## src/rtl/simp_pkg.sv

```systemverilog
`default_nettype none
// ============================================================================
//  Module      : simp_pkg
//  Description : Shared types and constants for the SimpRisc fetch stage.
//                Holds the data width, the default reset PC, the fetch FSM
//                state encoding and the {pc, instr} fetch-buffer entry.
//  Revision    : 1.0 - initial release
// ============================================================================
package simp_pkg;

    localparam int              XLEN             = 32;
    localparam logic [XLEN-1:0] RESET_PC_DEFAULT = 32'h8000_0000;

    typedef enum logic [1:0] {
        IDLE = 2'd0,
        REQ  = 2'd1,
        WAIT = 2'd2
    } fetch_state_e;

    typedef struct packed {
        logic [XLEN-1:0] pc;
        logic [XLEN-1:0] instr;
    } fetch_entry_t;

endpackage
`default_nettype wire

```

## src/rtl/simp_fifo.sv

```systemverilog
`default_nettype none
// ============================================================================
//  Module      : simp_fifo
//  Description : Small synchronous FIFO with flush. The head entry is read
//                straight from storage so the consumer sees it with zero
//                latency. Flush takes priority over push and pop.
//  Ports       : clk, reset (async, active-high)
//                push/push_data  - write one entry
//                pop             - drop the head entry (ignored when empty)
//                flush           - discard all entries
//                count/head/empty/full - occupancy and head entry
//  Revision    : 1.0 - initial release
// ============================================================================
module simp_fifo #(
    parameter int DEPTH = 2,
    parameter int WIDTH = 64
) (
    input  logic                       clk,
    input  logic                       reset,
    input  logic                       push,
    input  logic [WIDTH-1:0]           push_data,
    input  logic                       pop,
    input  logic                       flush,
    output logic [$clog2(DEPTH+1)-1:0] count,
    output logic [WIDTH-1:0]           head,
    output logic                       empty,
    output logic                       full
);

    localparam int c_ptr_w = $clog2(DEPTH);
    localparam int c_cnt_w = $clog2(DEPTH + 1);

    logic [WIDTH-1:0]   r_mem [DEPTH];
    logic [c_ptr_w-1:0] r_wr_ptr;
    logic [c_ptr_w-1:0] r_rd_ptr;
    logic [c_cnt_w-1:0] r_count;
    logic               w_do_pop;

    assign empty    = (r_count == '0);
    assign full     = (r_count == c_cnt_w'(DEPTH));
    assign count    = r_count;
    assign head     = r_mem[r_rd_ptr];
    assign w_do_pop = pop & ~empty;

    // Storage is reset too, so the head output reads zero out of reset.
    always_ff @(posedge clk or posedge reset) begin
        if (reset) begin
            r_wr_ptr <= '0;
            r_rd_ptr <= '0;
            r_count  <= '0;
            for (int i = 0; i < DEPTH; i++) begin
                r_mem[i] <= '0;
            end
        end else if (flush) begin
            r_wr_ptr <= '0;
            r_rd_ptr <= '0;
            r_count  <= '0;
        end else begin
            if (push) begin
                r_mem[r_wr_ptr] <= push_data;
                r_wr_ptr        <= r_wr_ptr + c_ptr_w'(1);
            end
            if (w_do_pop) begin
                r_rd_ptr <= r_rd_ptr + c_ptr_w'(1);
            end
            case ({push, w_do_pop})
                2'b10:   r_count <= r_count + c_cnt_w'(1);
                2'b01:   r_count <= r_count - c_cnt_w'(1);
                default: r_count <= r_count;
            endcase
        end
    end

endmodule
`default_nettype wire

```

## src/rtl/simp_fetch.sv

```systemverilog
`default_nettype none
// ============================================================================
//  Module      : simp_fetch
//  Description : SimpRisc instruction fetch stage. Owns the PC, issues one
//                instruction read at a time to the memory port, buffers the
//                returned words and hands {pc, instr} pairs to decode.
//                Redirects flush the buffer and cancel any read in flight.
//  Ports       : clk, reset (async, active-high)
//                imem_req/imem_addr/imem_gnt      - read request channel
//                imem_rvalid/imem_rdata           - in-order read return
//                redirect_valid/redirect_pc       - control-flow redirect
//                out_valid/out_ready/out_pc/out_instr - decode handshake
//  Revision    : 1.0 - initial release
// ============================================================================
module simp_fetch
    import simp_pkg::*;
#(
    parameter logic [31:0] RESET_PC   = RESET_PC_DEFAULT,
    parameter int          FIFO_DEPTH = 2
) (
    input  logic        clk,
    input  logic        reset,
    output logic        imem_req,
    output logic [31:0] imem_addr,
    input  logic        imem_gnt,
    input  logic        imem_rvalid,
    input  logic [31:0] imem_rdata,
    input  logic        redirect_valid,
    input  logic [31:0] redirect_pc,
    output logic        out_valid,
    input  logic        out_ready,
    output logic [31:0] out_pc,
    output logic [31:0] out_instr
);

    localparam int c_cnt_w = $clog2(FIFO_DEPTH + 1);

    fetch_state_e       r_state;
    fetch_state_e       w_state_nxt;
    logic [31:0]        r_fetch_pc;
    logic [31:0]        w_fetch_pc_nxt;
    logic [31:0]        r_req_pc;
    logic               r_outstanding;
    logic               w_outstanding_nxt;
    logic               r_kill;
    logic               w_kill_nxt;
    logic               w_fire;
    logic               w_push;
    logic               w_credit_ok;
    logic [31:0]        w_redirect_tgt;
    logic [c_cnt_w-1:0] w_count;
    logic               w_empty;
    logic               w_full;
    fetch_entry_t       w_push_entry;
    fetch_entry_t       w_head;
    logic [63:0]        w_head_bits;

    assign w_redirect_tgt = redirect_pc & ~32'd3;

    // A read may only be issued if a buffer slot is reserved for it,
    // counting the read already in flight.
    assign w_credit_ok = (int'(w_count) + int'(r_outstanding)) < FIFO_DEPTH;

    always_comb begin
        w_state_nxt       = r_state;
        w_fetch_pc_nxt    = r_fetch_pc;
        w_outstanding_nxt = r_outstanding;
        w_kill_nxt        = r_kill;
        imem_req          = 1'b0;
        w_fire            = 1'b0;
        w_push            = 1'b0;

        case (r_state)
            IDLE: begin
                w_state_nxt = REQ;
            end
            REQ: begin
                imem_req = w_credit_ok;
                w_fire   = w_credit_ok & imem_gnt;
                if (w_fire) begin
                    w_fetch_pc_nxt    = r_fetch_pc + 32'd4;
                    w_outstanding_nxt = 1'b1;
                    // A grant alongside a redirect still returns data,
                    // which must then be discarded.
                    w_kill_nxt        = redirect_valid;
                    w_state_nxt       = WAIT;
                end
            end
            WAIT: begin
                if (imem_rvalid) begin
                    w_push            = ~r_kill & ~redirect_valid;
                    w_outstanding_nxt = 1'b0;
                    w_kill_nxt        = 1'b0;
                    w_state_nxt       = REQ;
                end else if (redirect_valid) begin
                    w_kill_nxt = 1'b1;
                end
            end
            default: begin
                w_state_nxt = IDLE;
            end
        endcase

        if (redirect_valid) begin
            w_fetch_pc_nxt = w_redirect_tgt;
        end
    end

    always_ff @(posedge clk or posedge reset) begin
        if (reset) begin
            r_state       <= IDLE;
            r_fetch_pc    <= RESET_PC;
            r_req_pc      <= '0;
            r_outstanding <= 1'b0;
            r_kill        <= 1'b0;
        end else begin
            r_state       <= w_state_nxt;
            r_fetch_pc    <= w_fetch_pc_nxt;
            r_outstanding <= w_outstanding_nxt;
            r_kill        <= w_kill_nxt;
            if (w_fire) begin
                r_req_pc <= r_fetch_pc;
            end
        end
    end

    assign imem_addr          = r_fetch_pc;
    assign w_push_entry.pc    = r_req_pc;
    assign w_push_entry.instr = imem_rdata;

    simp_fifo #(
        .DEPTH (FIFO_DEPTH),
        .WIDTH ($bits(fetch_entry_t))
    ) u_fifo (
        .clk       (clk),
        .reset     (reset),
        .push      (w_push),
        .push_data (w_push_entry),
        .pop       (out_ready),
        .flush     (redirect_valid),
        .count     (w_count),
        .head      (w_head_bits),
        .empty     (w_empty),
        .full      (w_full)
    );

    assign w_head    = w_head_bits;
    assign out_valid = ~w_empty;
    assign out_pc    = w_head.pc;
    assign out_instr = w_head.instr;

    a_no_push_full: assert property (@(posedge clk) disable iff (reset)
        !(w_push && w_full));

    a_no_stray_rvalid: assert property (@(posedge clk) disable iff (reset)
        imem_rvalid |-> r_outstanding);

endmodule
`default_nettype wire

```

## config.mk

```make
export PLATFORM = sky130hd
export DESIGN_NAME = simp_fetch
export DESIGN_NICKNAME = d
export VERILOG_FILES = /design/src/rtl/simp_pkg.sv /design/src/rtl/simp_fifo.sv /design/src/rtl/simp_fetch.sv
export SDC_FILE = /design/constraint.sdc
export NUM_CORES = 1
export LEC_CHECK = 0
export ABC_AREA = 1
export CAP_MARGIN = 25
export CORE_UTILIZATION = 30
export DETAILED_ROUTE_END_ITERATION = 12
export PLACE_DENSITY_LB_ADDON = 0.05
export RECOVER_POWER = 25
export SYNTH_ARGS = -nofsm -noshare
export SYNTH_HDL_FRONTEND = slang
export SYNTH_SLANG_ARGS = --single-unit
```

## constraint.sdc

```tcl
create_clock -name clk -period 8.42 [get_ports clk]
set_input_delay 1.263 -clock clk [delete_from_list [all_inputs] [get_ports clk]]
set_output_delay 1.263 -clock clk [all_outputs]
set_load 0.01 [all_outputs]
```

==> results.py <==
metrics = {
    "cts": {
        "clock_latency_ns": 0.44,
        "tritoncts": "yes",
        "htreeDepth": 4,
        "cts.path.max_buffers": 2,
        "cts_buffers": 17,
        "cts_resized": 0,
        "hold_buffers": 0,
        "cts_sinks": 192,
        "clock-root-buffer": "clkbuf_16",
        "postCtsSetupBuffers": 0,
        "path_clk_slew_ns": 0.07,
    },
    "final_layout": {
        "fillers": 3057,
        "fin_area_um2": 11400,
        "multi_input_area_um2": 3440,
        "area_growth_pct": 28.0,
        "most-common-layout-cells": "nand2_1 (488), dfrtp_1 (190), clkdlybuf4s50_1 (159), o21ai_0 (110), inv_1 (94)",
        "seqCellArea_um2": 4810,
        "layout_commonest_cell": "nand2_1",
        "antenna_cells": 0,
        "final_nets": 1348,
        "drive_gt1_frac": 0.0465,
    },
    "placed_design": {
        "post_dp_cell_area_um2": 10800,
        "port_buffers": 161,
        "dpl.hpwl_um": 14900,
        "gp_congestion": 0.754,
    },
    "setup_path": {
        "endpoint_kind": "flop",
        "r2r_setup_slack_ns": 6.21,
        "worstPathRequired_ns": 8.69,
        "slowest_delay_ns": 1.37,
        "start_kind": "primary input",
        "cpMostUsedCell": "nand2_4",
        "crit_slowest_cell": "clkbuf_1",
        "cp_max_fo": 85,
        "worstSetupPathType": "in2reg",
        "crit_chain": "clkdlybuf4s50_1, clkbuf_1, inv_6, nand2_4, nor2_4, nand2_4, buf_4, o21ai_0",
        "cp.arrival_ns": 4.62,
    },
    "sta": {
        "fin_hold_ws_ns": 0.483,
        "report.final.slew_viol_count": 35,
        "relSlewSlack": -0.288,
        "finalCriticalPeriod_ns": 4.35,
        "setup_tns_ns": 0,
        "clock.fmax_mhz": 230,
        "setup_viol": 0,
        "finClkSkew_ns": 0.0201,
        "tightestPinTransition_ns": 1.93,
        "hold_viol_final": 0,
        "min_period_over_period": 0.517,
        "rsz0062_at_grt": "false",
    },
    "logic_synthesis": {
        "synth_compound_area_frac": 0.111,
        "yosysSeqAreaShare": 0.539,
        "synth.area.mux_share": 0,
        "synth_fa_ha_area_frac": 0.00140,
        "ys_seq_elements": 192,
        "synthXorXnorAreaFrac": 0.00491,
        "synth_top_family_by_area": "simple AND/OR/NAND/NOR gates",
        "syn_area_per_cell_um2": 7.80,
        "synthSimpleGateAreaFrac": 0.265,
        "synthDistinctLibCells": 31,
        "synth.cell_area_um2": 8920,
        "postSynthCellCount": 1143,
        "ys_warn_count": 0,
    },
    "drt": {
        "post-route-drc-count": 0,
        "vias": 7410,
        "drt-total-wl_um": 23900,
        "via_per_inst": 4.43,
        "wl_per_cell_um": 14.3,
        "drt_iter0_markers": 538,
        "drt_first_pass_iters": 5,
        "antenna_left": 0,
    },
    "global_route": {
        "grt_overflow": 0,
        "antenna_found_initial": 0,
        "grt_max_degree": 119,
        "grt_pass1_wl_um": 39300,
        "grt_pass1_vias": 7148,
        "grt_use_total": 0.163,
    },
    "floorplanning": {
        "die-area_um2": 30400,
        "core_um2": 29000,
        "fp-row-count": 62,
        "dieWidth_um": 174,
        "initial_utilization": 0.307,
        "pin_count": 168,
        "die_y_um": 174,
    },
    "worst_hold_path": {
        "hp-class": "reg2reg",
    },
    "outcome": {
        "violations": "capacitance limit, slew limit",
        "status": "finished with violations",
    },
    "flow_run": {
        "drv_cap": 1,
    },
    "power": {
        "ir_worst_vdd_v": 0.000120,
        "power.density_nw_per_um2": 272,
        "p_leak_nw": 5.40,
    },
}
==> final timing paths <==
kind                              startpoint           endpoint  cells after the start
max                           redirect_valid   u_fifo.r_mem[49]                      8
min reg2reg                u_fifo.r_mem[127]  u_fifo.r_mem[127]                      2
max in group asynchronous              reset   u_fifo.r_mem[44]                      4
min in group asynchronous              reset   u_fifo.r_mem[31]                      2
max reg2reg                  u_fifo.count[0]      imem_addr[18]                      9
min                        u_fifo.r_mem[127]  u_fifo.r_mem[127]                      2
==> state kept, by name (all words and copies together) (netlist names) <==
register	cells
imem_addr	30
r_kill	1
r_outstanding	1
r_req_pc	30
r_state	2
u_fifo.count	2
u_fifo.r_mem	124
u_fifo.r_rd_ptr	1
u_fifo.r_wr_ptr	1
==> worst max-delay path, delay by kind of cell <==
| kind | cells | cell delay (ns) |
|---|---|---|
| AO/OA/AOI/OAI | 1 | 0.17 |
| buffers and inverters | 4 | 2.63 |
| AND/OR/NAND/NOR | 3 | 0.49 |
==> power breakdown <==
part           internal (W)  switching (W)  leakage, nW
clock network      0.000408       0.000386        0.282
registers           0.00115       0.000155         2.52
logic              0.000459       0.000545         2.60
total               0.00202        0.00109         5.40
==> routing by layer <==
| layer | GRT usage | share of wire | wire, um |
|---|---|---|---|
| met1 | 0.241 | 0.52 | 12400 |
| met4 | 0.0431 | 0.0073 | 174 |
| met5 | 0 | 0 | 0 |
| met2 | 0.245 | 0.44 | 10500 |
| met3 | 0.0262 | 0.036 | 870 |
==> cell usage after synthesis <==
library cell  count  area (um2)
nand2_1         489        1840
dfrtp_1         191        4780
o21ai_0         110         551
inv_1            95         357
nand3_1          58         290
o21ai_1          47         235
nor2_1           45         169
clkbuf_1         33         124
a22oi_1          13        97.6
buf_2            13        65.1
buf_6             8        90.1
o21bai_1          7        52.6
buf_4             5        37.5
xnor2_1           5        43.8
inv_2             3        11.3
o21ai_2           3        26.3
a21boi_0          2        15.0
a21oi_1           2        10.0
nor2_4            2        22.5
and2_1            1        6.26
clkbuf_2          1        5.00
conb_1            1        3.75
dfstp_2           1        26.3
ha_1              1        12.5
inv_6             1        8.76
nand2_4           1        11.3
nand3_2           1        10.0
nand4_1           1        6.26
o22ai_1           1        6.26
or2_1             1        6.26
or2_2             1        6.26
==> per-stage QoR <==
step	power, W	util	instances	setup WS [ns]
CTS	0.00316	0.392	1672	4.06
floorplan	0.00185	-	1146	1.93
finish	0.00310	0.393	1674	4.07
global placement	0.00233	0.372	1640	4.44
global route	0.00334	0.393	1674	3.72
detailed placement	0.00235	0.372	1640	4.40
==> area by class of cell <==
class,count,share of cell area
well taps,384,0.0421
flip-flops and latches,192,0.421
repair buffers,172,0.152
clock inverters,12,0.00987
inverters,99,0.0337
multi-input cells,795,0.302
clock buffers,20,0.0400
==> kinds of logic after synthesis <==
logic type               Yosys count
AND/OR/NAND/NOR                  600
flip-flops                       192
AO/OA/AOI/OAI                    185
buffers and inverters            159
XOR/XNOR                           5
adder cells (fa/ha/maj)            1
other                              1
No activity file was read; power rests on OpenSTA's default activity.
